**src/rtl/color_thresh_if.sv**
```systemverilog
// Read-side handshake between the colour-threshold block and the output pixel FIFO.
interface color_thresh_if;
    logic [15:0] i_obuf_data;
    logic        i_obuf_empty;
    logic        o_obuf_rd;

    // master: the pixel consumer that issues reads; slave: the FIFO.
    modport master (input i_obuf_data, input i_obuf_empty, output o_obuf_rd);
    modport slave  (output i_obuf_data, output i_obuf_empty, input o_obuf_rd);
endinterface

```
**src/rtl/color_thresh.sv**
```systemverilog
// Per-frame RGB565 threshold detector: streams a match mask with coordinates and
// reports the matching pixel count and coordinate sums at the end of each frame.
module color_thresh #(
    parameter int H_ACTIVE = 640,
    parameter int V_ACTIVE = 480
) (
    input  logic                  i_clk,
    input  logic                  i_rst,
    input  logic                  i_enable,
    input  logic                  i_frame_start,
    color_thresh_if.master        obuf,
    input  logic [4:0]            i_r_min,
    input  logic [4:0]            i_r_max,
    input  logic [5:0]            i_g_min,
    input  logic [5:0]            i_g_max,
    input  logic [4:0]            i_b_min,
    input  logic [4:0]            i_b_max,
    output logic                  o_pix_valid,
    output logic                  o_pix_match,
    output logic [9:0]            o_x,
    output logic [8:0]            o_y,
    output logic                  o_frame_done,
    output logic [18:0]           o_count,
    output logic [27:0]           o_sum_x,
    output logic [27:0]           o_sum_y,
    output logic                  o_busy
);
    typedef enum logic [1:0] {S_IDLE, S_RUN, S_DONE} state_t;

    localparam logic [9:0] X_LAST = 10'(H_ACTIVE - 1);
    localparam logic [8:0] Y_LAST = 9'(V_ACTIVE - 1);

    state_t      r_state;
    logic [9:0]  r_rd_x;
    logic [8:0]  r_rd_y;
    logic        r_rd_done;
    logic        r_vld_p0, r_last_p0;
    logic [9:0]  r_x_p0;
    logic [8:0]  r_y_p0;
    logic        r_vld_p1, r_match_p1;
    logic [9:0]  r_x_p1;
    logic [8:0]  r_y_p1;
    logic [18:0] r_acc_cnt;
    logic [27:0] r_acc_sx, r_acc_sy;
    logic [18:0] r_count;
    logic [27:0] r_sum_x, r_sum_y;
    logic        r_frame_done;
    logic        w_rd, w_match, w_last_acc;

    function automatic logic pixel_match(
        input logic [15:0] px,
        input logic [4:0] rmin, input logic [4:0] rmax,
        input logic [5:0] gmin, input logic [5:0] gmax,
        input logic [4:0] bmin, input logic [4:0] bmax);
        return (px[15:11] >= rmin) && (px[15:11] <= rmax) &&
               (px[10:5]  >= gmin) && (px[10:5]  <= gmax) &&
               (px[4:0]   >= bmin) && (px[4:0]   <= bmax);
    endfunction

    // A new frame_start in RUN aborts, so no word is consumed in that cycle.
    assign w_rd       = (r_state == S_RUN) && !r_rd_done && !obuf.i_obuf_empty && !i_frame_start;
    assign w_match    = pixel_match(obuf.i_obuf_data, i_r_min, i_r_max, i_g_min, i_g_max,
                                    i_b_min, i_b_max);
    assign w_last_acc = r_vld_p0 && r_last_p0;

    assign obuf.o_obuf_rd = w_rd;
    assign o_pix_valid    = r_vld_p1;
    assign o_pix_match    = r_match_p1;
    assign o_x            = r_x_p1;
    assign o_y            = r_y_p1;
    assign o_frame_done   = r_frame_done;
    assign o_count        = r_count;
    assign o_sum_x        = r_sum_x;
    assign o_sum_y        = r_sum_y;
    assign o_busy         = (r_state == S_RUN);

    always_ff @(posedge i_clk or posedge i_rst) begin
        if (i_rst) begin
            r_state      <= S_IDLE;
            r_rd_x       <= '0;
            r_rd_y       <= '0;
            r_rd_done    <= 1'b0;
            r_vld_p0     <= 1'b0;
            r_last_p0    <= 1'b0;
            r_x_p0       <= '0;
            r_y_p0       <= '0;
            r_vld_p1     <= 1'b0;
            r_match_p1   <= 1'b0;
            r_x_p1       <= '0;
            r_y_p1       <= '0;
            r_acc_cnt    <= '0;
            r_acc_sx     <= '0;
            r_acc_sy     <= '0;
            r_count      <= '0;
            r_sum_x      <= '0;
            r_sum_y      <= '0;
            r_frame_done <= 1'b0;
        end else begin
            r_frame_done <= 1'b0;

            // p0: FIFO word is on the bus the cycle after the read strobe
            r_vld_p0  <= w_rd;
            r_x_p0    <= r_rd_x;
            r_y_p0    <= r_rd_y;
            r_last_p0 <= (r_rd_x == X_LAST) && (r_rd_y == Y_LAST);

            // p1: registered mask stream, accumulation on the same edge
            r_vld_p1   <= r_vld_p0;
            r_match_p1 <= r_vld_p0 && w_match;
            if (r_vld_p0) begin
                r_x_p1 <= r_x_p0;
                r_y_p1 <= r_y_p0;
            end
            if (r_vld_p0 && w_match) begin
                r_acc_cnt <= r_acc_cnt + 19'd1;
                r_acc_sx  <= r_acc_sx + 28'(r_x_p0);
                r_acc_sy  <= r_acc_sy + 28'(r_y_p0);
            end

            if (w_rd) begin
                if (r_rd_x == X_LAST) begin
                    r_rd_x <= '0;
                    if (r_rd_y == Y_LAST) r_rd_done <= 1'b1;
                    else                  r_rd_y    <= r_rd_y + 9'd1;
                end else begin
                    r_rd_x <= r_rd_x + 10'd1;
                end
            end

            case (r_state)
                S_IDLE: begin
                    if (i_frame_start && i_enable) begin
                        r_state   <= S_RUN;
                        r_rd_x    <= '0;
                        r_rd_y    <= '0;
                        r_rd_done <= 1'b0;
                        r_acc_cnt <= '0;
                        r_acc_sx  <= '0;
                        r_acc_sy  <= '0;
                    end
                end
                S_RUN: begin
                    // Completing the last pixel takes priority over a coincident frame start.
                    if (w_last_acc) begin
                        r_state <= S_DONE;
                    end else if (i_frame_start) begin
                        r_state    <= i_enable ? S_RUN : S_IDLE;
                        r_vld_p0   <= 1'b0;
                        r_vld_p1   <= 1'b0;
                        r_match_p1 <= 1'b0;
                        r_rd_x     <= '0;
                        r_rd_y     <= '0;
                        r_rd_done  <= 1'b0;
                        r_acc_cnt  <= '0;
                        r_acc_sx   <= '0;
                        r_acc_sy   <= '0;
                    end
                end
                S_DONE: begin
                    r_count      <= r_acc_cnt;
                    r_sum_x      <= r_acc_sx;
                    r_sum_y      <= r_acc_sy;
                    r_frame_done <= 1'b1;
                    r_state      <= S_IDLE;
                end
                default: r_state <= S_IDLE;
            endcase
        end
    end
endmodule
```
**src/flat_wrapper.sv**
```systemverilog
// flat-port wrapper written by rule: the top's interface ports become plain ports
module color_thresh_flat 
#(
    parameter int H_ACTIVE = 640,
    parameter int V_ACTIVE = 480
)
  (i_clk, i_rst, i_enable, i_frame_start, i_r_min, i_r_max, i_g_min, i_g_max, i_b_min, i_b_max, o_pix_valid, o_pix_match, o_x, o_y, o_frame_done, o_count, o_sum_x, o_sum_y, o_busy, obuf_i_obuf_data, obuf_i_obuf_empty, obuf_o_obuf_rd);
  color_thresh_if obuf_i ();
  input  logic i_clk;
  input  logic i_rst;
  input  logic i_enable;
  input  logic i_frame_start;
  input  logic [4:0] i_r_min;
  input  logic [4:0] i_r_max;
  input  logic [5:0] i_g_min;
  input  logic [5:0] i_g_max;
  input  logic [4:0] i_b_min;
  input  logic [4:0] i_b_max;
  output logic o_pix_valid;
  output logic o_pix_match;
  output logic [9:0] o_x;
  output logic [8:0] o_y;
  output logic o_frame_done;
  output logic [18:0] o_count;
  output logic [27:0] o_sum_x;
  output logic [27:0] o_sum_y;
  output logic o_busy;
  input wire logic [$bits(obuf_i.i_obuf_data)-1:0] obuf_i_obuf_data;
  input wire logic [$bits(obuf_i.i_obuf_empty)-1:0] obuf_i_obuf_empty;
  output wire logic [$bits(obuf_i.o_obuf_rd)-1:0] obuf_o_obuf_rd;
  assign obuf_i.i_obuf_data = obuf_i_obuf_data;
  assign obuf_i.i_obuf_empty = obuf_i_obuf_empty;
  assign obuf_o_obuf_rd = obuf_i.o_obuf_rd;
  color_thresh #(.H_ACTIVE(H_ACTIVE), .V_ACTIVE(V_ACTIVE)) u_core (.i_clk(i_clk), .i_rst(i_rst), .i_enable(i_enable), .i_frame_start(i_frame_start), .obuf(obuf_i), .i_r_min(i_r_min), .i_r_max(i_r_max), .i_g_min(i_g_min), .i_g_max(i_g_max), .i_b_min(i_b_min), .i_b_max(i_b_max), .o_pix_valid(o_pix_valid), .o_pix_match(o_pix_match), .o_x(o_x), .o_y(o_y), .o_frame_done(o_frame_done), .o_count(o_count), .o_sum_x(o_sum_x), .o_sum_y(o_sum_y), .o_busy(o_busy));
endmodule
```
**config.mk**
```make
export PLATFORM = sky130hd
export DESIGN_NAME = color_thresh_flat
export DESIGN_NICKNAME = d
export VERILOG_FILES = /design/src/rtl/color_thresh_if.sv /design/src/rtl/color_thresh.sv /design/src/flat_wrapper.sv
export SDC_FILE = /design/constraint.sdc
export NUM_CORES = 1
export LEC_CHECK = 0
export BUFFER_PORTS_ARGS = -buffer_cell sky130_fd_sc_hd__buf_2
export CORE_MARGIN = 3
export CORE_UTILIZATION = 23
export DETAILED_ROUTE_END_ITERATION = 7
export GPL_TIMING_DRIVEN = 0
export MAX_ROUTING_LAYER = met4
export REMOVE_ABC_BUFFERS = 1
export SYNTH_ARGS = -nofsm -noshare
export SYNTH_HDL_FRONTEND = slang
export SYNTH_SLANG_ARGS = --single-unit
```
**constraint.sdc**
```tcl
create_clock -name i_clk -period 23.9 [get_ports i_clk]
set_clock_uncertainty 0.15 [all_clocks]
set_input_delay 4.78 -clock i_clk [delete_from_list [all_inputs] [get_ports i_clk]]
set_output_delay 4.78 -clock i_clk [all_outputs]
set_load 0.01 [all_outputs]
```
==> metrics.cfg <==
[worst_setup_path]
critical_path.top_delay_family = simple AND/OR/NAND/NOR gates
cpPeakStageDelay_ps = 640
cp_common_cell = buf_2
path_buf_inv = 3
startpoint_type = input port
path_max_fanout = 9
critPathRequiredTime_ps = 18970
worstPathCellList = buf_2 -> or4_1 -> inv_1 -> buf_2
worst-endpoint-arrival_ps = 5990
critPathKind = in -> out
critical_path.endpoint_type = primary output
cp_slowest_cell = or4_1

[logic_synthesis]
yosys.area_share.simple = 0.221
synth_warnings = 0
ys_seq_elements = 215
synth.area.mux_share = 0.0224
synthAdderAreaFrac = 0.0685
synth_edf_count = 0
syn_area_per_cell_um2 = 9.54
async_reset_ff_frac = 1.00
synth_area_um2 = 10500
synth_xor_area_frac = 0.0310
ys_types = 62
synth_top_family_by_area = simple AND/OR/NAND/NOR gates
synth_flop_cell = dfrtp_1
syn_inst = 1096
ys_seq_area_frac = 0.515
synth_compound_area_frac = 0.104

[power]
combPwrFrac = 0.047
power.leakage_uw = 0.00641
internal-power_uw = 623
p_per_area_nw_per_um2 = 63.1
pwr-share-seq = 0.453
switchingPower_uw = 187
switching_share = 0.231
vdd_drop_max_v = 0.0000452
clock_power_share = 0.500

[placement]
place.gp.congestion = 0.755
post-place-ws_ps = 12950
portBuffers = 151
dp_hpwl_mm = 19.0
dp_cells = 1804

[grt]
grt_pass1_vias = 8159
grt_antenna_before_repair = 0
overflow = 0
grt_max_degree = 84
track_usage = 0.116
grt_pass1_wl_mm = 43.6

[routing]
vias = 8226
ant_nets = 0
dr.first_iter.drc_count = 495
wl_mm = 27.0
viasPerCell = 4.45
wl_per_cell_um = 14.6
drc = 0
dr.pass1.iters = 5

[outcome]
status = complete, no violations

[timing]
fin_crit_sh = 0.457
whs_ps = 256
tightest_slew_ps = 1180
rsz0062_at_grt = false
setup_viol = 0
finalSetupTns_ps = 0
finalHoldViolCount = 0
finalWorstSetupSlack_ps = 12980
clock.fmax_mhz = 91.6
drv_slew = 0
fin_crit_ps = 10920
relSlewSlack = 0.210

[final_layout]
num-fill-cells = 4662
syn2layout_area_growth_pct = 23.0
n_antenna_cell = 0
final_cells = 1849
most-common-layout-cells = 273 x nand2_1, 215 x dfrtp_1, 151 x buf_2
drive_above_1_share = 0.197
mostFrequentLayoutCell = nand2_1
nNetsFinal = 1350

[die]
ios = 152
die_x_um = 219
die_area_um2 = 48000
die_h_um = 219
initial_core_util = 0.235
row_count = 77
core_area_um2 = 44500

[worst_hold_path]
hold_path_class = reg -> reg

[cts]
numCtsBuffers = 26
cts_hold_buf = 0
clk_pin_slew_worst_paths_ps = 60
postCtsSetupBuffers = 0
worstSkewPairLatency_ps = 540
cts_max_path_buffers = 3
cts_resized = 0
root_buffer = clkbuf_16
htreeDepth = 1
cts_tree = built
cts.sinks = 215

[flow_run]
cap_violations = 0

power by group through the flow:
stage	Clock, µW	Sequential, µW	Combinational, µW
global placement	0	374	34.5
detailed placement	0	374	39.1
floorplan	0	374	21.2
global route	436	367	44.0
finish	406	367	38.1
CTS	422	367	39.3
logic make-up after synthesis:
| logic type | Yosys count |
|---|---|
| adders and majority gates | 56 |
| AOI/OAI and AO/OA | 185 |
| and+or+nand+nor | 485 |
| buffers and inverters | 97 |
| xor gates and xnor gates | 37 |
| DFF | 215 |
| muxes | 21 |
path summary, 6_finish.rpt:
kind | end | from | depth (start not counted) | slack (ps)
min in group asynchronous | u_core.o_sum_y[24] | i_rst | 2 | 4100
max in group asynchronous | u_core.r_acc_sx[8] | i_rst | 4 | 18360
min | u_core.r_y_p0[4] | u_core.r_rd_y[4] | 0 | 260
max reg2reg | u_core.r_acc_sy[26] | u_core.r_y_p0[0] | 10 | 20310
min reg2reg | u_core.r_y_p0[4] | u_core.r_rd_y[4] | 0 | 260
max | obuf_o_obuf_rd | i_frame_start | 4 | 12980
sequential cells by signal (all words and copies together) (netlist names), 2 cells and up:
register and flops:
u_core.o_sum_x 28, u_core.o_sum_y 28, u_core.r_rd_x 10, u_core.o_y 9, u_core.r_rd_y 9, u_core.o_count 19
u_core.o_x 10, u_core.r_state 2, u_core.r_acc_sx 28, u_core.r_x_p0 10, u_core.r_y_p0 9, u_core.r_acc_sy 28
u_core.r_acc_cnt 19
area by class of cell:
cell class                 count  area [µm²]  area share
sequential                   215        5380       0.419
multi-input combinational    784        4690       0.365
timing repair buffer         159         948      0.0738
tap                          592         741      0.0576
clock buffer                  30         707      0.0550
inverter                      55         215      0.0167
clock inverter                14         170      0.0132
through the flow:
step                 util  instance area, µm²  power (µW)
finish              0.289               12900         811
global route        0.289               12900         847
CTS                 0.288               12800         829
detailed placement  0.268               11900         413
global placement    0.264               11800         409
floorplan               -               10300         395
layer usage:
layer	track usage	wire length (µm)	vias up
li1	-	-	4067
met1	0.151	12600	3987
met2	0.189	12800	136
met3	0.0220	1150	36
met4	0.0229	470	0
met5	-	0	-
cells in the mapped netlist, types with 8 or more instances:
master	n	area, µm²
a21oi_1	77	385
o31ai_1	19	143
nand4_1	18	113
buf_2	8	40.0
nor3_1	9	45.0
xnor2_1	20	175
or4_1	18	135
nand2b_1	12	75.1
a211oi_1	8	60.1
nand3_1	24	120
o21ai_0	50	250
nor2_1	51	191
or3_1	22	138
ha_1	54	676
nand2_1	274	1030
inv_1	54	203
dfrtp_1	215	5380
mux2_2	19	214
clkbuf_1	27	101
xor2_1	17	149
and3_1	12	75.1
Note: power is estimated with default switching activity, not from simulation.
